### src/rtl/aes_out_serializer.sv
// AES ciphertext serializer: DEPTH-entry 128-bit FIFO drained MSB-first as bytes; first byte 1 cycle after accept, held under dout_ready=0.
// Blocks arriving with no free slot are dropped and latch overflow; define AES_OUT_PARITY_EN to add the dout_par output.
module aes_out_serializer #(
  parameter int DEPTH = 4
) (
  input  logic         clk,
  input  logic         rst,
  input  logic [127:0] C_in,
  input  logic         valid_in,
  output logic [7:0]   dout,
  output logic         dout_valid,
  input  logic         dout_ready,
`ifdef AES_OUT_PARITY_EN
  output logic         dout_par,
`endif
  output logic         full,
  output logic         overflow
);

  localparam int AW = $clog2(DEPTH);
  localparam logic [AW:0] FULL_CNT = (AW+1)'(DEPTH);
  localparam logic [AW:0] CNT_ONE  = (AW+1)'(1);

  typedef enum logic {IDLE, SEND} state_t;

  state_t          state, state_nxt;
  logic [127:0]    mem [DEPTH];
  logic [AW-1:0]   wr_ptr, wr_ptr_nxt;
  logic [AW-1:0]   rd_ptr, rd_ptr_nxt;
  logic [AW:0]     count, count_nxt;
  logic [3:0]      byte_cnt, byte_cnt_nxt;
  logic            full_q, overflow_q, overflow_nxt;
  logic            xfer, pop, slot_free, wr_en, drop;
  logic [127:0]    head;
  logic [6:0]      sel;

  always_ff @(posedge clk or negedge rst) begin
    if (!rst) begin
      state      <= IDLE;
      wr_ptr     <= '0;
      rd_ptr     <= '0;
      count      <= '0;
      byte_cnt   <= '0;
      full_q     <= 1'b0;
      overflow_q <= 1'b0;
    end else begin
      state      <= state_nxt;
      wr_ptr     <= wr_ptr_nxt;
      rd_ptr     <= rd_ptr_nxt;
      count      <= count_nxt;
      byte_cnt   <= byte_cnt_nxt;
      full_q     <= (count_nxt == FULL_CNT);
      overflow_q <= overflow_nxt;
    end
  end

  // Storage deliberately has no reset; stale contents are never presented.
  always_ff @(posedge clk) begin
    if (wr_en) begin
      mem[wr_ptr] <= C_in;
    end
  end

  always_comb begin
    xfer         = 1'b0;
    pop          = 1'b0;
    slot_free    = 1'b0;
    wr_en        = 1'b0;
    drop         = 1'b0;
    state_nxt    = state;
    wr_ptr_nxt   = wr_ptr;
    rd_ptr_nxt   = rd_ptr;
    count_nxt    = count;
    byte_cnt_nxt = byte_cnt;
    overflow_nxt = overflow_q;

    xfer      = (state == SEND) && dout_ready;
    pop       = xfer && (byte_cnt == 4'd15);
    // A full FIFO still takes a block when the head's last byte leaves this cycle.
    slot_free = (count < FULL_CNT) || pop;
    wr_en     = valid_in && slot_free;
    drop      = valid_in && !slot_free;

    if (xfer) begin
      byte_cnt_nxt = byte_cnt + 4'd1;
    end
    if (pop) begin
      rd_ptr_nxt = rd_ptr + AW'(1);
    end
    if (wr_en) begin
      wr_ptr_nxt = wr_ptr + AW'(1);
    end
    if (drop) begin
      overflow_nxt = 1'b1;
    end

    case ({wr_en, pop})
      2'b10:   count_nxt = count + CNT_ONE;
      2'b01:   count_nxt = count - CNT_ONE;
      default: count_nxt = count;
    endcase

    case (state)
      IDLE: begin
        if (wr_en) begin
          state_nxt = SEND;
        end
      end
      SEND: begin
        if (pop && (count == CNT_ONE) && !wr_en) begin
          state_nxt = IDLE;
        end
      end
      default: state_nxt = IDLE;
    endcase
  end

  // Byte b of the head sits at bit 8*(15-b); for a 4-bit b, 15-b is ~b.
  assign head       = mem[rd_ptr];
  assign sel        = {~byte_cnt, 3'b000};
  assign dout_valid = (state == SEND);
  assign dout       = dout_valid ? head[sel +: 8] : 8'h00;
  assign full       = full_q;
  assign overflow   = overflow_q;

`ifdef AES_OUT_PARITY_EN
  assign dout_par = ^dout;
`endif

endmodule

### config.mk
export PLATFORM = sky130hd
export DESIGN_NAME = aes_out_serializer
export DESIGN_NICKNAME = d
export VERILOG_FILES = /design/src/rtl/aes_out_serializer.sv
export SDC_FILE = /design/constraint.sdc
export NUM_CORES = 1
export LEC_CHECK = 0
export BUFFER_PORTS_ARGS = -buffer_cell sky130_fd_sc_hd__buf_2
export CAP_MARGIN = 0
export CORE_UTILIZATION = 60
export CTS_CLUSTER_DIAMETER = 120
export DETAILED_ROUTE_END_ITERATION = 7
export PLACE_DENSITY_LB_ADDON = 0.25
export SYNTH_ARGS = -nofsm -noshare
export SYNTH_HDL_FRONTEND = slang
export SYNTH_SLANG_ARGS = --single-unit
### constraint.sdc
create_clock -name clk -period 7.04 [get_ports clk]
set_clock_uncertainty 0.2 [all_clocks]
set_input_delay 1.76 -clock clk [delete_from_list [all_inputs] [get_ports clk]]
set_output_delay 1.76 -clock clk [all_outputs]
set_load 0.05 [all_outputs]
# [Word level (Yosys, flattened, before mapping)]
# Memories as Yosys holds them, arrays and structs flattened.
# Index checks and enable logic that the tools add are counted.
[word_totals] register_bits=14 ram_bits=512 in_bits=132 output_inout_bits=11 word_cells=37 mem_count=1
[memory_table] memory="mem" depth=4 word_bits=128 read_ports=1 rd_ports_with_merged_regs=0 wr=1 line_no="27" rtl="logic [127:0] mem [DEPTH];"
[classes] n_addsub=5 order_cmp=1 eq_ne=5 shifts=1 muxes=6 bitwise_logic=2 n_reduce_logical=9
[op_table] op="$shiftx 128x8->8" count=1
[op_table] op="$mux 8" count=1
[op_table] op="$logic_and 1x1->1" count=6
[op_table] op="$pmux 3 s2" count=1
[op_table] op="$add 2x1->2 const B" count=2
[op_table] op="$add 4x1->4 const B" count=1
[op_table] op="$eq 4x4->1 const B" count=1
[op_table] op="$not 4->4" count=1
[op_table] op="$add 3x1->3 const B" count=1
[op_table] op="$eq 3x1->1 const B" count=1
[op_table] op="$eq 3x3->1 const B" count=1
[op_table] op="$lt 3x3->1 const B" count=1
[op_table] op="$mux 1" count=3
[op_table] op="$sub 3x1->3 const B" count=1
[op_table] op="$eq 2x1->1 const B" count=1
[op_table] op="$eq 2x2->1 const B" count=1
[op_table] op="$logic_not 1->1" count=2
[op_table] op="$pmux 1 s2" count=1
[op_table] op="$logic_or 1x1->1" count=1
[op_table] op="$not 1->1" count=1

# [Longest topological paths before layout]
[depth] depth_word=8 ltp_mapped=11 ltp_nobuf=11

# [Worst setup path before layout]
# OpenSTA, ideal clock, no wires.
[synth_timing] path_type="input -> register" from="in dout_ready" to="mem mem[0][0], enable pin" setup_ns=0.502 t_arrival_ns=5.568 setup_slack_ns=0.770 path_stages=4 path_buffers=0 cell_sequence="and3_1 -> nand3_1 -> a21oi_1 -> and2_1"
[synth_via] elab_chain_cells=6
[synth_rtl] item="from (decl)" line_no="12" rtl="input logic dout_ready,"
[synth_rtl] item="$logic_and 1x1->1" line_no="77" rtl="xfer = (state == SEND) && dout_ready;"
[synth_rtl] item="$logic_and 1x1->1" line_no="78" rtl="pop = xfer && (byte_cnt == 4'd15);"
[synth_rtl] item="$logic_or 1x1->1" line_no="80" rtl="slot_free = (count < FULL_CNT) || pop;"
[synth_rtl] item="$logic_and 1x1->1" line_no="81" rtl="wr_en = valid_in && slot_free;"
[synth_rtl] item="named net wr_en" line_no="33" rtl="logic xfer, pop, slot_free, wr_en, drop;"
[synth_rtl] item="$mux 1" line_no="59" rtl="if (wr_en) begin"
[synth_rtl] item="$mux 1 (implied by the code)" line_no="60" rtl="mem[wr_ptr] <= C_in;"
[synth_rtl] item="to (decl)" line_no="27"
# The timed path passes the listed nets, and every way through them passes these cells.

# [Worst setup path after layout]
[layout_timing] from="reg rd_ptr[0]" to="out dout[0]"
[layout_via] elab_chain_cells=3
[layout_rtl] item="from (decl)" line_no="29" rtl="logic [AW-1:0] rd_ptr, rd_ptr_nxt;"
[layout_rtl] item="from (signal assigned)" line_no="49" rtl="rd_ptr <= rd_ptr_nxt;"
[layout_rtl] item="$mem_v2 4x128"
[layout_rtl] item="$shiftx 128x8->8" line_no="122" rtl="assign dout = dout_valid ? head[sel +: 8] : 8'h00;"
[layout_rtl] item="$mux 8" line_no="122"
[layout_rtl] item="to (decl)" line_no="10" rtl="output logic [7:0] dout,"
# Every way passes these cells.

==> flow_summary.yaml <==
synthesis:
  yosysSeqAreaShare_pct: 77.4
  yosysTopAreaCell: "edfxtp_1"
  synth-edff-count: 512
  yosys-top-cells-area: "edfxtp_1 (76%), mux4_2 (13%), mux4_1 (1.9%), dfrtp_1 (1.7%), mux2i_1 (1.2%)"
  yosysTopAreaCellShare_pct: 75.7
  ys_dominant_reg_cell: "edfxtp_1"
  async_reset_ff_share_pct: 2.66
  yosys-top-cells-count: "edfxtp_1 (512), mux4_2 (118), mux2i_1 (24), nor2_1 (22), o22ai_1 (19)"
  ys_types: 44
  syn_area_mm2: 0.0203
  ys_ff_latch: 526
  synth.most_common_cell: "edfxtp_1"
  syn_area_per_cell_um2: 22.9
  ys_warn_count: 0
  synth_cells: 887
  postSynthNetCount: 1029
floorplanning:
  die_h_um: 186
  start_util_pct: 60.7
  die_area_mm2: 0.0346
  num_rows: 67
  die_w_um: 186
  io_pins: 143
  core_mm2: 0.0334
final_layout:
  regArea_mm2: 0.0157
  final_cell_area_mm2: 0.0230
  utilization_pct: 68.9
  drive_gt1_share_pct: 31.8
  flow.area_growth_from_synthesis_pct: 13.4
  final_nets: 1200
  multi_input_area_mm2: 0.00428
  nFillCells: 2030
clock_tree:
  clk_latency_ns: 0.55
  root_buffer: "clkbuf_16"
  cts_buffers: 51
  numClockSinks: 526
  postCtsHoldBufs: 0
  cts_tree: "built"
  cts_max_level: 2
  cts.repair.resized: 0
  path_clk_slew_ns: 0.06
  post_cts_buffers: 0
  clockBufferDepth: 3
timing:
  max_slew_margin_pct: 29.5
  hold-worst-slack_ns: 0.277
  final-max-slew-violation-count: 0
  tightest_slew_ns: 1.06
  fmax_ghz: 0.182
  rsz0062_at_grt: "no"
  finalCritPeriodShare_pct: 78.2
  min_period_ns: 5.50
  setup_viol: 0
  setup_tns_ns: 0
  hold_violations: 0
worst_setup_path:
  cp_data_arrival_time_ns: 3.54
  path_max_fanout: 31
  cp.required_ns: 5.08
  critPathKind: "register to output pin"
  crit_path_start_kind: "register"
  end_kind: "output pin"
global_route:
  antenna_found_initial: 5
  grt_first_pass_wirelength_um: 59300
  first_global_vias: 9731
  grt_max_degree: 67
  grt_overflow: 0
  track_usage_pct: 23.9
route:
  ant_nets: 0
  via_per_inst: 6.12
  drc: 0
  routedWlPerCell_um: 25.4
  dr_total_vias: 9487
  drtPass1Iterations: 5
  wl_um: 39500
  drt_iter0_drc: 981
power_and_ir_drop:
  finalPower_mw: 9.66
  power.density_mw_per_mm2: 419
  ir_worst_vdd_mv: 0.242
  p_leak_nw: 7.63
worst_hold_path:
  holdCritPathClass: "register to register"
run_status:
  status: "complete, no violations"
flow_run:
  drv_cap: 0
placed_design:
  port_buffers: 142
  dpl.hpwl_um: 23600
  gp_congestion: 0.757
  place_area_mm2: 0.0215
## worst max-delay path: stages, from the launching register on
cell and delay (ns):
dfrtp_4 0.81, buf_4 0.46, mux4_1 0.61, mux4_2 0.51, nor2_1 0.19, o2bb2ai_1 0.13, buf_2 0.23
## metrics by stage
step           cells  worst slack (ns)
5_1_grt         1545              1.38
3_5_place_dp    1453              2.02
4_1_cts         1543              1.43
6_report        1551              1.54
3_3_place_gp    1453              2.05
2_1_floorplan    887             0.770
## final timing paths
path	from	slack [ns]	depth (start not counted)	end
max in group asynchronous	rst	5.47	1	rd_ptr[0]
setup reg to reg	byte_cnt[0]	2.69	6	mem[0][51]
hold / removal	overflow	0.28	1	overflow
min in group asynchronous	rst	0.90	1	full
hold reg to reg	overflow	0.28	1	overflow
setup / recovery	rd_ptr[0]	1.54	6	dout[0]
## sequential cells by signal, summed over array words and instances, names as in the netlist
name	cells
rd_ptr	2
wr_ptr	2
count	3
full	1
overflow	1
dout_valid	1
mem	512
byte_cnt	4
## routing by layer
| metal | GRT usage [%] | part of all wire, % |
|---|---|---|
| met4 | 7.41 | 2.2 |
| met2 | 36.2 | 48 |
| met5 | 0 | 0.033 |
| met3 | 4.62 | 6.7 |
| met1 | 35.9 | 43 |
## placed cells by master (no fill, tap or decap), drive strengths merged, types with 3 or more instances in the layout
cell     count
mux4       133
and2         6
nor2        22
nand2b       7
clkbuf      66
dfrtp       14
o21ai       17
o22ai       19
nor3         4
nand3        3
xnor2        5
a211o        3
diode        8
o2bb2ai      3
ha          10
inv          9
clkinv      23
mux2i       24
or4          4
nor2b        4
buf        159
a221oi       5
edfxtp     512
nand2       18
## power by group
part	internal (mW)	switching (mW)	total, mW
logic	1.17	1.60	2.77
registers	4.12	0.303	4.42
clock network	1.40	1.06	2.46
## cells by family (layout without fill, tap and decap cells)
group / Yosys count / count (layout) / synth area share (%)
xor gates and xnor gates: 6 / 6 / 0.259
muxes: 158 / 158 / 16.3
buffers and inverters: 50 / 258 / 1.59
other: 0 / 8 / 0
DFF: 526 / 526 / 77.4
AOI/OAI and AO/OA: 62 / 62 / 2.06
adders and majority gates: 10 / 10 / 0.616
and+or+nand+nor: 75 / 75 / 1.82
## final cells by class
type,instances,share of cell area [%]
Clock inverter,24,0.554
Inverter,9,0.147
Clock buffer,66,5.97
Multi-Input combinational cell,311,18.6
Sequential cell,526,68.3
Timing Repair Buffer,159,3.96
Antenna cell,8,0.0869
Tap cell,448,2.43
Note: power is estimated with default switching activity, not from simulation.
